File: config.mk
export PLATFORM = sky130hd
export DESIGN_NAME = jtframe_scan2x_sync
export DESIGN_NICKNAME = d
export VERILOG_FILES = /design/src/rtl/jtframe_scan2x_sync_pkg.sv /design/src/rtl/jtframe_edge.sv /design/src/rtl/jtframe_scan2x_sync.sv
export SDC_FILE = /design/constraint.sdc
export NUM_CORES = 1
export LEC_CHECK = 0
export ABC_AREA = 1
export BUFFER_PORTS_ARGS = -buffer_cell sky130_fd_sc_hd__clkbuf_2
export CAP_MARGIN = 5
export CORE_MARGIN = 5
export CORE_UTILIZATION = 24
export DETAILED_ROUTE_END_ITERATION = 7
export HOLD_SLACK_MARGIN = 0.03
export MAX_ROUTING_LAYER = met4
export PLACE_DENSITY = 0.37
export SLEW_MARGIN = 15
export SYNTH_ARGS = -nofsm -noshare
export SYNTH_HDL_FRONTEND = slang
export SYNTH_SLANG_ARGS = --single-unit
export TNS_END_PERCENT = 20
File: constraint.sdc
create_clock -name clk -period 1.87 [get_ports clk]
set_clock_uncertainty 0.15 [all_clocks]
set_input_delay 0.0935 -clock clk [delete_from_list [all_inputs] [get_ports clk]]
set_output_delay 0.0935 -clock clk [all_outputs]
set_load 0.02 [all_outputs]
File: src/rtl/jtframe_scan2x_sync_pkg.sv
// Shared video helpers for the scan-doubler sync block: counter sizing and
// the VS re-timing state encoding.
package jtframe_scan2x_sync_pkg;

    localparam logic [1:0] ST_IDLE = 2'd0;
    localparam logic [1:0] ST_ARM  = 2'd1;
    localparam logic [1:0] ST_SYNC = 2'd2;
    localparam logic [1:0] ST_REL  = 2'd3;

    // Horizontal counter width for a given maximum line length
    function automatic int calc_aw(input int hlen);
        return (hlen <= 512) ? 9 : 10;
    endfunction

endpackage

File: src/rtl/jtframe_edge.sv
// Registered rise/fall detector. The previous level is captured on cen only,
// and the edge flags are qualified by cen so they are one clk wide.
module jtframe_edge (
    input  logic clk,
    input  logic rst,
    input  logic cen,
    input  logic din,
    output logic rise,
    output logic fall
);

    logic last;

    // remember the level seen at the previous enable
    always_ff @(posedge clk) begin
        if (rst)      last <= 1'b0;
        else if (cen) last <= din;
    end

    assign rise = cen &  din & ~last;
    assign fall = cen & ~din &  last;

endmodule

File: src/rtl/jtframe_scan2x_sync.sv
// Scan-doubler output timing: measures the original line (length, blanking
// window), builds DE on the doubled side, re-times VS onto x2_HS and
// registers all VGA outputs with a single clk of latency.
module jtframe_scan2x_sync
    import jtframe_scan2x_sync_pkg::*;
#(
    parameter int COLORW = 4,
    parameter int HLEN   = 512,
    parameter int BLANK  = 1
)(
    input  logic                  clk,
    input  logic                  rst,
    input  logic                  pxl_cen,
    input  logic                  pxl2_cen,
    input  logic                  HS,
    input  logic                  VS,
    input  logic                  LHBL,
    input  logic                  LVBL,
    input  logic [3*COLORW-1:0]   x2_pxl,
    input  logic                  x2_HS,
    output logic [3*COLORW-1:0]   vga_pxl,
    output logic                  vga_HS,
    output logic                  vga_VS,
    output logic                  vga_DE,
    output logic                  locked
);

    localparam int   AW   = calc_aw(HLEN);
    localparam logic PASS = (BLANK == 0);

    logic hs_rise, hs_fall, vs_rise, vs_fall;
    logic hb_rise, hb_fall, x2hs_rise, x2hs_fall;
    logic unused_edges;

    jtframe_edge u_hs   (.clk(clk), .rst(rst), .cen(pxl_cen),  .din(HS),    .rise(hs_rise),   .fall(hs_fall));
    jtframe_edge u_vs   (.clk(clk), .rst(rst), .cen(pxl_cen),  .din(VS),    .rise(vs_rise),   .fall(vs_fall));
    jtframe_edge u_hb   (.clk(clk), .rst(rst), .cen(pxl_cen),  .din(LHBL),  .rise(hb_rise),   .fall(hb_fall));
    jtframe_edge u_x2hs (.clk(clk), .rst(rst), .cen(pxl2_cen), .din(x2_HS), .rise(x2hs_rise), .fall(x2hs_fall));

    assign unused_edges = hs_fall | x2hs_fall;

    logic [AW-1:0] hcnt1, hcnt1_nx, len1;
    logic [AW:0]   hb_end, hb_start, hpos2, hcnt2;
    logic [1:0]    vb_dly;
    logic          h_act, v_act, de_src;

    // hcnt1_nx is the index of the pixel being sampled now, so blanking
    // edges and line length are taken from the pre-clear count
    assign hcnt1_nx = hcnt1 + 1'b1;
    assign hpos2    = {hcnt1_nx, 1'b0};

    // original-side line measurement, blanking window and line lock
    always_ff @(posedge clk) begin
        if (rst) begin
            hcnt1    <= '0;
            len1     <= '0;
            locked   <= 1'b0;
            vb_dly   <= '0;
            hb_end   <= '0;
            hb_start <= '1;
        end else if (pxl_cen) begin
            if (hb_rise) hb_end   <= hpos2;
            if (hb_fall) hb_start <= hpos2;
            if (hs_rise) begin
                hcnt1  <= '0;
                len1   <= hcnt1_nx;
                locked <= (hcnt1_nx == len1) && (hcnt1_nx != '0);
                vb_dly <= {vb_dly[0], LVBL};
            end else begin
                hcnt1 <= hcnt1_nx;
                if (&hcnt1) locked <= 1'b0;
            end
        end
    end

    // doubled-side position, saturating so a missing x2_HS cannot wrap DE
    always_ff @(posedge clk) begin
        if (rst) begin
            hcnt2 <= '0;
        end else if (pxl2_cen) begin
            if (x2hs_rise)    hcnt2 <= '0;
            else if (~&hcnt2) hcnt2 <= hcnt2 + 1'b1;
        end
    end

    assign h_act  = (hb_start > hb_end) && (hcnt2 >= hb_end) && (hcnt2 < hb_start);
    assign v_act  = vb_dly[1];
    assign de_src = h_act & v_act;

    // output stage, every clk so all outputs share one clk of latency
    always_ff @(posedge clk) begin
        if (rst) begin
            vga_pxl <= '0;
            vga_HS  <= 1'b0;
            vga_DE  <= 1'b0;
        end else begin
            vga_pxl <= (de_src || PASS) ? x2_pxl : '0;
            vga_HS  <= x2_HS;
            vga_DE  <= de_src;
        end
    end

    logic [1:0] st;
    logic       rearm;

    // VS re-timing: vga_VS only changes on x2_HS rising edges; a new VS
    // arriving while releasing forces at least one low line before re-arming
    always_ff @(posedge clk) begin
        if (rst) begin
            st     <= ST_IDLE;
            rearm  <= 1'b0;
            vga_VS <= 1'b0;
        end else begin
            case (st)
                ST_IDLE: if (vs_rise) st <= ST_ARM;
                ST_ARM: if (x2hs_rise) begin
                    st     <= ST_SYNC;
                    vga_VS <= 1'b1;
                end
                ST_SYNC: if (vs_fall) st <= ST_REL;
                ST_REL: begin
                    if (x2hs_rise) begin
                        vga_VS <= 1'b0;
                        rearm  <= 1'b0;
                        st     <= (rearm || vs_rise) ? ST_ARM : ST_IDLE;
                    end else if (vs_rise) begin
                        rearm <= 1'b1;
                    end
                end
                default: st <= ST_IDLE;
            endcase
        end
    end

endmodule

* After elaboration in Yosys (flattened, before gate mapping)
Index checks and enable logic that the tools add are counted.
** Word-level totals
- Register bits :: 72
- Bits of input ports :: 21
- Output and inout bits :: 16
- Word-level logic and storage cells :: 87
** Cells by class
- $add $sub $neg :: 2
- Magnitude comparators :: 3
- Eq/ne operators :: 9
- Muxes and demuxes :: 16
- Bitwise operators :: 20
- Reductions and logical operators :: 20
** Operators with widths (number)
- $mux 10 :: 2
- $and 1x1->1 :: 13
- $reduce_and 2->1 :: 6
- $add 10x1->10 const B :: 1
- $ge 10x10->1 :: 1
- $gt 10x10->1 :: 1
- $lt 10x10->1 :: 1
- $reduce_and 10->1 :: 1
- $add 9x1->9 const B :: 1
- $eq 9x9->1 :: 1
- $mux 9 :: 1
- $reduce_and 9->1 :: 1
- $reduce_bool 9->1 :: 1
- $mux 2 :: 4
- $ne 2x1->1 const B :: 4
- $pmux 2 s4 :: 1
- $mux 1 :: 7
- $not 1->1 :: 7
- $reduce_bool 2->1 :: 3
- $eq 2x2->1 const B :: 2
- $reduce_and 4->1 :: 1
- $logic_and 1x1->1 :: 3
- $reduce_and 3->1 :: 1
- $eq 2x1->1 const B :: 1
- other kinds (5) :: 5

* Logic depth before layout (Yosys ltp)
- Depth after elaboration :: 6
- Gate-level depth with buffers :: 12

* Hierarchy
From an unflattened synthesis, not the netlist that was laid out.
** Second synthesis, totals
- Cells, all modules :: 508
- Area total of the unflattened synthesis :: 3693.5 um2
** By module, submodules not included
- jtframe_scan2x_sync :: times used 1, cells each 476, area each 3478.3 um2, seq. area each 1361.3 um2
- jtframe_edge :: times used 4, cells each 8, area each 53.8 um2, seq. area each 20.0 um2

* Worst setup path before layout
No wires, ideal clock.
- Path type :: register to register
- From :: reg hcnt1[1]
- To :: reg locked
- Library setup time :: 67 ps
- Arrival :: 1644 ps
- Data required time :: 1653 ps
- Path slack :: 9 ps
- Stages on the path, launching flop included :: 12
- Path buffers :: 0
- Clock period less this slack :: 1861 ps
- Cell sequence :: dfxtp_1 ha_1 nand2_2 nor2_2 nand3_2 nor2_1 ha_1 nor2_1 nand2_1 nand2_1 nand2_1 a21oi_2
** Between the ends
- Longest elaborated chain between the ends :: 4
- Elaborated cells on any way between the ends :: 8
- Classes of those cells :: add/sub (1); eq/ne (1); mux (1); reduce/logical (5)
** RTL lines
- start: declaration :: RTL line jtframe_scan2x_sync.sv:42 : logic [AW-1:0] hcnt1, hcnt1_nx, len1;
- start signal: assignment :: RTL line jtframe_scan2x_sync.sv:70 : hcnt1 <= hcnt1_nx;
- $add 9x1->9 (*) :: RTL line jtframe_scan2x_sync.sv:49 : assign hcnt1_nx = hcnt1 + 1'b1;
- net hcnt1_nx[8] :: RTL line jtframe_scan2x_sync.sv:42
- $eq 9x9->1 / $reduce_bool 9->1 (equally long branches) :: RTL line jtframe_scan2x_sync.sv:67 : locked <= (hcnt1_nx == len1) && (hcnt1_nx != '0);
- $logic_and 1x1->1 (*) :: RTL line jtframe_scan2x_sync.sv:67
- $mux 1 (*) :: RTL line jtframe_scan2x_sync.sv:64 : if (hs_rise) begin
- end signal: assignment :: RTL line jtframe_scan2x_sync.sv:67
- end: declaration :: RTL line jtframe_scan2x_sync.sv:25 : output logic locked
Mark *: on every way through the listed nets, which the timed path passes. The rest lies on a longest branch.
A chain may end at the register's enable or synchronous reset.

* Final worst setup path
- From :: reg hb_start[9]
- To :: reg vga_pxl[9]
** Between the ends
- Longest elaborated chain between the ends :: 6
- Elaborated cells on any way between the ends :: 7
- Classes of those cells :: order compare (2); bitwise (2); reduce/logical (3)
** RTL lines
- start: declaration :: RTL line jtframe_scan2x_sync.sv:43 : logic [AW:0] hb_end, hb_start, hpos2, hcnt2;
- start signal: assignment :: RTL line jtframe_scan2x_sync.sv:63 : if (hb_fall) hb_start <= hpos2;
- $gt 10x10->1 :: RTL line jtframe_scan2x_sync.sv:86 : assign h_act = (hb_start > hb_end) && (hcnt2 >= hb_end) && (hcnt2 < hb_start);
- $logic_and 1x1->1 :: RTL line jtframe_scan2x_sync.sv:86
- $logic_and 1x1->1 (*) :: RTL line jtframe_scan2x_sync.sv:86
- $and 1x1->1 (*) :: RTL line jtframe_scan2x_sync.sv:88 : assign de_src = h_act & v_act;
- $not 1->1 (no source line) (*)
- $reduce_or 2->1 (no source line) (*)
- end signal: assignment :: RTL line jtframe_scan2x_sync.sv:97 : vga_pxl <= (de_src || PASS) ? x2_pxl : '0;
- end: declaration :: RTL line jtframe_scan2x_sync.sv:21 : output logic [3*COLORW-1:0] vga_pxl,
Every way passes the cells marked *; elsewhere a longest branch is shown, timed or not.

==> key figures <==
Synth
  • Count leader, synth: nand2_1
  • Most area-consuming cells after synthesis: dfxtp_1 38%, ha_1 12%, nand2_1 8.9%, inv_1 7.8%, a21oi_1 6.9%
  • Compound-Gate Fraction of Synth Area: 0.149
  • Most frequent cells after synthesis: 91 x nand2_1, 79 x inv_1, 72 x dfxtp_1, 53 x a21oi_1, 43 x nor2_1
  • Syn Area/Cell: 7.38 um2
  • XOR/XNOR share of the synthesized area: 0.00917
  • Synth Flop Type: dfxtp_1
  • Post-synth top area cell: dfxtp_1
  • Synth warnings: 0
  • Synth Area in Adders: 0.118
  • Asr flop ratio synth: 0
  • Multiplexer share of the synthesized area: 0
  • Post-synthesis simple-gate area fraction: 0.245
  • Synth Net Count: 575
  • Post-synth top area share: 0.377
  • Largest family of logic cells by synthesized area: simple AND/OR/NAND/NOR gates
  • Syn Std Cell Area: 3820 um2
  • Synth cell types: 38
  • Yosys reg bits: 72
  • Mapped Cells: 518
  • Seq/Total Area, Yosys: 0.377
  • Post-synth EDFFs: 0

Cells and area
  • Final std cells w/o fill: 824
  • Number of antenna diodes: 0
  • Layout cells sized above 1: 0.253
  • P&R area growth vs syn: 35.0%
  • Number of nets in the layout: 660
  • Final Util: 0.327

Global route
  • First-pass GRT wire length: 16300 um
  • Tot GR Track Use: 0.117
  • Initial antenna violation count: 0
  • Vias in the first global route: 3294
  • Overflow after GRT: 0
  • Largest net degree at the start of global routing: 28

STA
  • Final setup margin: 0.0122 ns
  • RSZ-0062 raised after global routing: yes
  • Final setup violation count: 0
  • Slew HR: 0.695
  • F_max: 0.538 GHz
  • Final Cycle Share: 0.993
  • Tmin final: 1.86 ns
  • Worst-margin pin slew: 0.458 ns
  • Final Slew Violations: 0
  • Final hold viol count: 0
  • Hold WS: 0.320 ns

Routing
  • Drc violations: 0
  • ANT nets after route: 0
  • DR vias/cell: 4.21
  • DR pass1 iterations: 4
  • Vias: 3468
  • Starting DRT DRC Count: 157
  • Drt total wl: 10300 um
  • WL per Instance: 12.5 um

Setup path
  • Critical Path Max Stage Delay: 0.37 ns
  • Worst path bufs/invs: 4
  • Crit path max fanout: 6
  • Worst R2R Setup Slack: 0.01 ns
  • Crit start category: flop
  • CP max stage cell: dfxtp_4
  • Setup crit end kind: flop
  • CP Class: flop to flop
  • CP Depth: 12
  • Worst path required time: 1.96 ns
  • Worst Path Arrival: 1.94 ns
  • Reg2Reg Depth: 12
  • CP delay by family, top: simple AND/OR/NAND/NOR gates
  • Crit. Startpoint: hb_start[9]
  • CP Cell Sequence: inv_4 > ha_4 > nand2_2 > inv_2 > nand3_2 > nor2_1 > nand4_1 > and2_1 > nand4_1 > buf_6 > clkbuf_16 > nor2_1
  • Worst setup endpoint: vga_pxl[9]
  • Reg2reg start: hb_start[9]
  • Worst flop-to-flop path endpoint: vga_pxl[9]

Clock tree
  • Clk root buf: clkbuf_16
  • Clock tree buffer depth: 2
  • Clock tree sinks: 72
  • CTS tree: done
  • H-tree Lvls: 3
  • Reg clk slew, reported paths: 0.06 ns
  • Cts bufs inserted: 9
  • Worst skew pair latency: 0.34 ns

Floorplan
  • Chip height: 136 um
  • DIE AREA: 18600 um2
  • Row cnt: 46
  • Core box area: 15800 um2
  • IO Pins: 37
  • Effective utilization at floorplan: 0.242
  • Die Span X: 136 um

Flow run
  • Count of max-cap constraint violations: 0

Placed design
  • PortBufs: 36
  • DPL Wire Length: 7470 um
  • Placed cell count: 780
  • Pre-CTS setup slack: -0.0646 ns
  • Routability cong.: 0.822

Pwr
  • Total power: 3.83 mW
  • Leak: 2.35 nW
  • Power density over the cells: 742 nW/um2
  • Worst VDD drop: 0.442 mV

Min path
  • Min-Delay Startpoint: vga_VS
  • Hold WC Path Type: flop to flop

Outcome
  • Status: finished, final reports clean
tightest hold or removal path, cell delays in order, from the launching register on:
cell	delay, ns
dfxtp_1	0.33
o21bai_1	0.07
inv_1	0.04
flip-flops by register name, indices dropped and copies added, names as in the netlist:
register / count
u_hs.last: 1
vga_HS: 1
vb_dly: 2
rearm: 1
vga_pxl: 12
len1: 9
locked: 1
u_x2hs.last: 1
hcnt2: 10
u_vs.last: 1
vga_VS: 1
hcnt1: 9
hb_end: 9
hb_start: 10
u_hb.last: 1
vga_DE: 1
st: 2
cells by family (layout without fill, tap and decap cells):
kind of cell	Yosys count	count (layout)
AO/OA/AOI/OAI	106	106
AND/OR/NAND/NOR	201	201
adder cells (fa/ha/maj)	36	36
buffers and inverters	99	189
XOR/XNOR	4	4
flip-flops	72	72
where the power goes:
part | total (mW) | internal (mW) | leakage (nW) | switching (mW)
Clock | 1.61 | 0.930 | 0.128 | 0.685
Sequential | 1.65 | 1.61 | 0.590 | 0.0460
Combinational | 0.561 | 0.242 | 1.63 | 0.319
Total | 3.83 | 2.78 | 2.35 | 1.05
cells in the final DEF (no fill, tap or decap), types with 13 or more instances in the layout:
cell / instances
nand2_1: 89
inv_1: 71
dfxtp_1: 58
a21oi_1: 51
nor2_1: 37
clkbuf_2: 36
o21ai_0: 34
nand3_1: 27
ha_1: 26
buf_4: 26
dlygate4sd3_1: 23
inv_2: 13
how the worst min path moves through the flow:
| stage | slack (ns) | depth (start not counted) | endpoint |
|---|---|---|---|
| 2_1_floorplan | 0.04 | 1 | hcnt1[0] |
| 3_3_place_gp | 0.15 | 3 | vga_pxl[7] |
| 3_5_place_dp | 0.15 | 3 | vga_pxl[7] |
| 4_1_cts | 0.32 | 2 | u_hs.last |
| 5_1_grt | 0.35 | 2 | vga_VS |
| 6_report | 0.32 | 2 | vga_VS |
stage by stage:
| step | instance area [um2] | TNS, ns |
|---|---|---|
| after global placement | 4400 | -0.000850 |
| after global routing | 5160 | -0.973 |
| after CTS | 4910 | 0 |
| after floorplan | 3820 | 0 |
| after detailed placement | 4400 | -0.760 |
| final | 5160 | 0 |
per-layer routing:
metal  share of wire  track usage  vias to the layer above
met5               0            -                        -
met4           0.011       0.0286                        0
met3           0.040       0.0355                        8
met2            0.47        0.192                       51
met1            0.48        0.142                     1554
li1                -            -                     1855
layout make-up:
class / count / area (um2)
clock buffers: 11 / 243
clock inverters: 5 / 32.5
fillers: 1722 / 10600
inverters: 85 / 322
multi-input cells: 347 / 2170
flip-flops and latches: 72 / 1460
well taps: 216 / 270
repair buffers: 88 / 662
repair_timing:
action	4_1_cts	5_1_grt
buffers inserted	0	4
setup endpoints to repair	14	21
resized for setup	5	49
hold buffers	23	0
endpoints found under the hold margin	23	0
pin swaps	1	17
cloned	0	1
(Power assumes the default switching activity.)
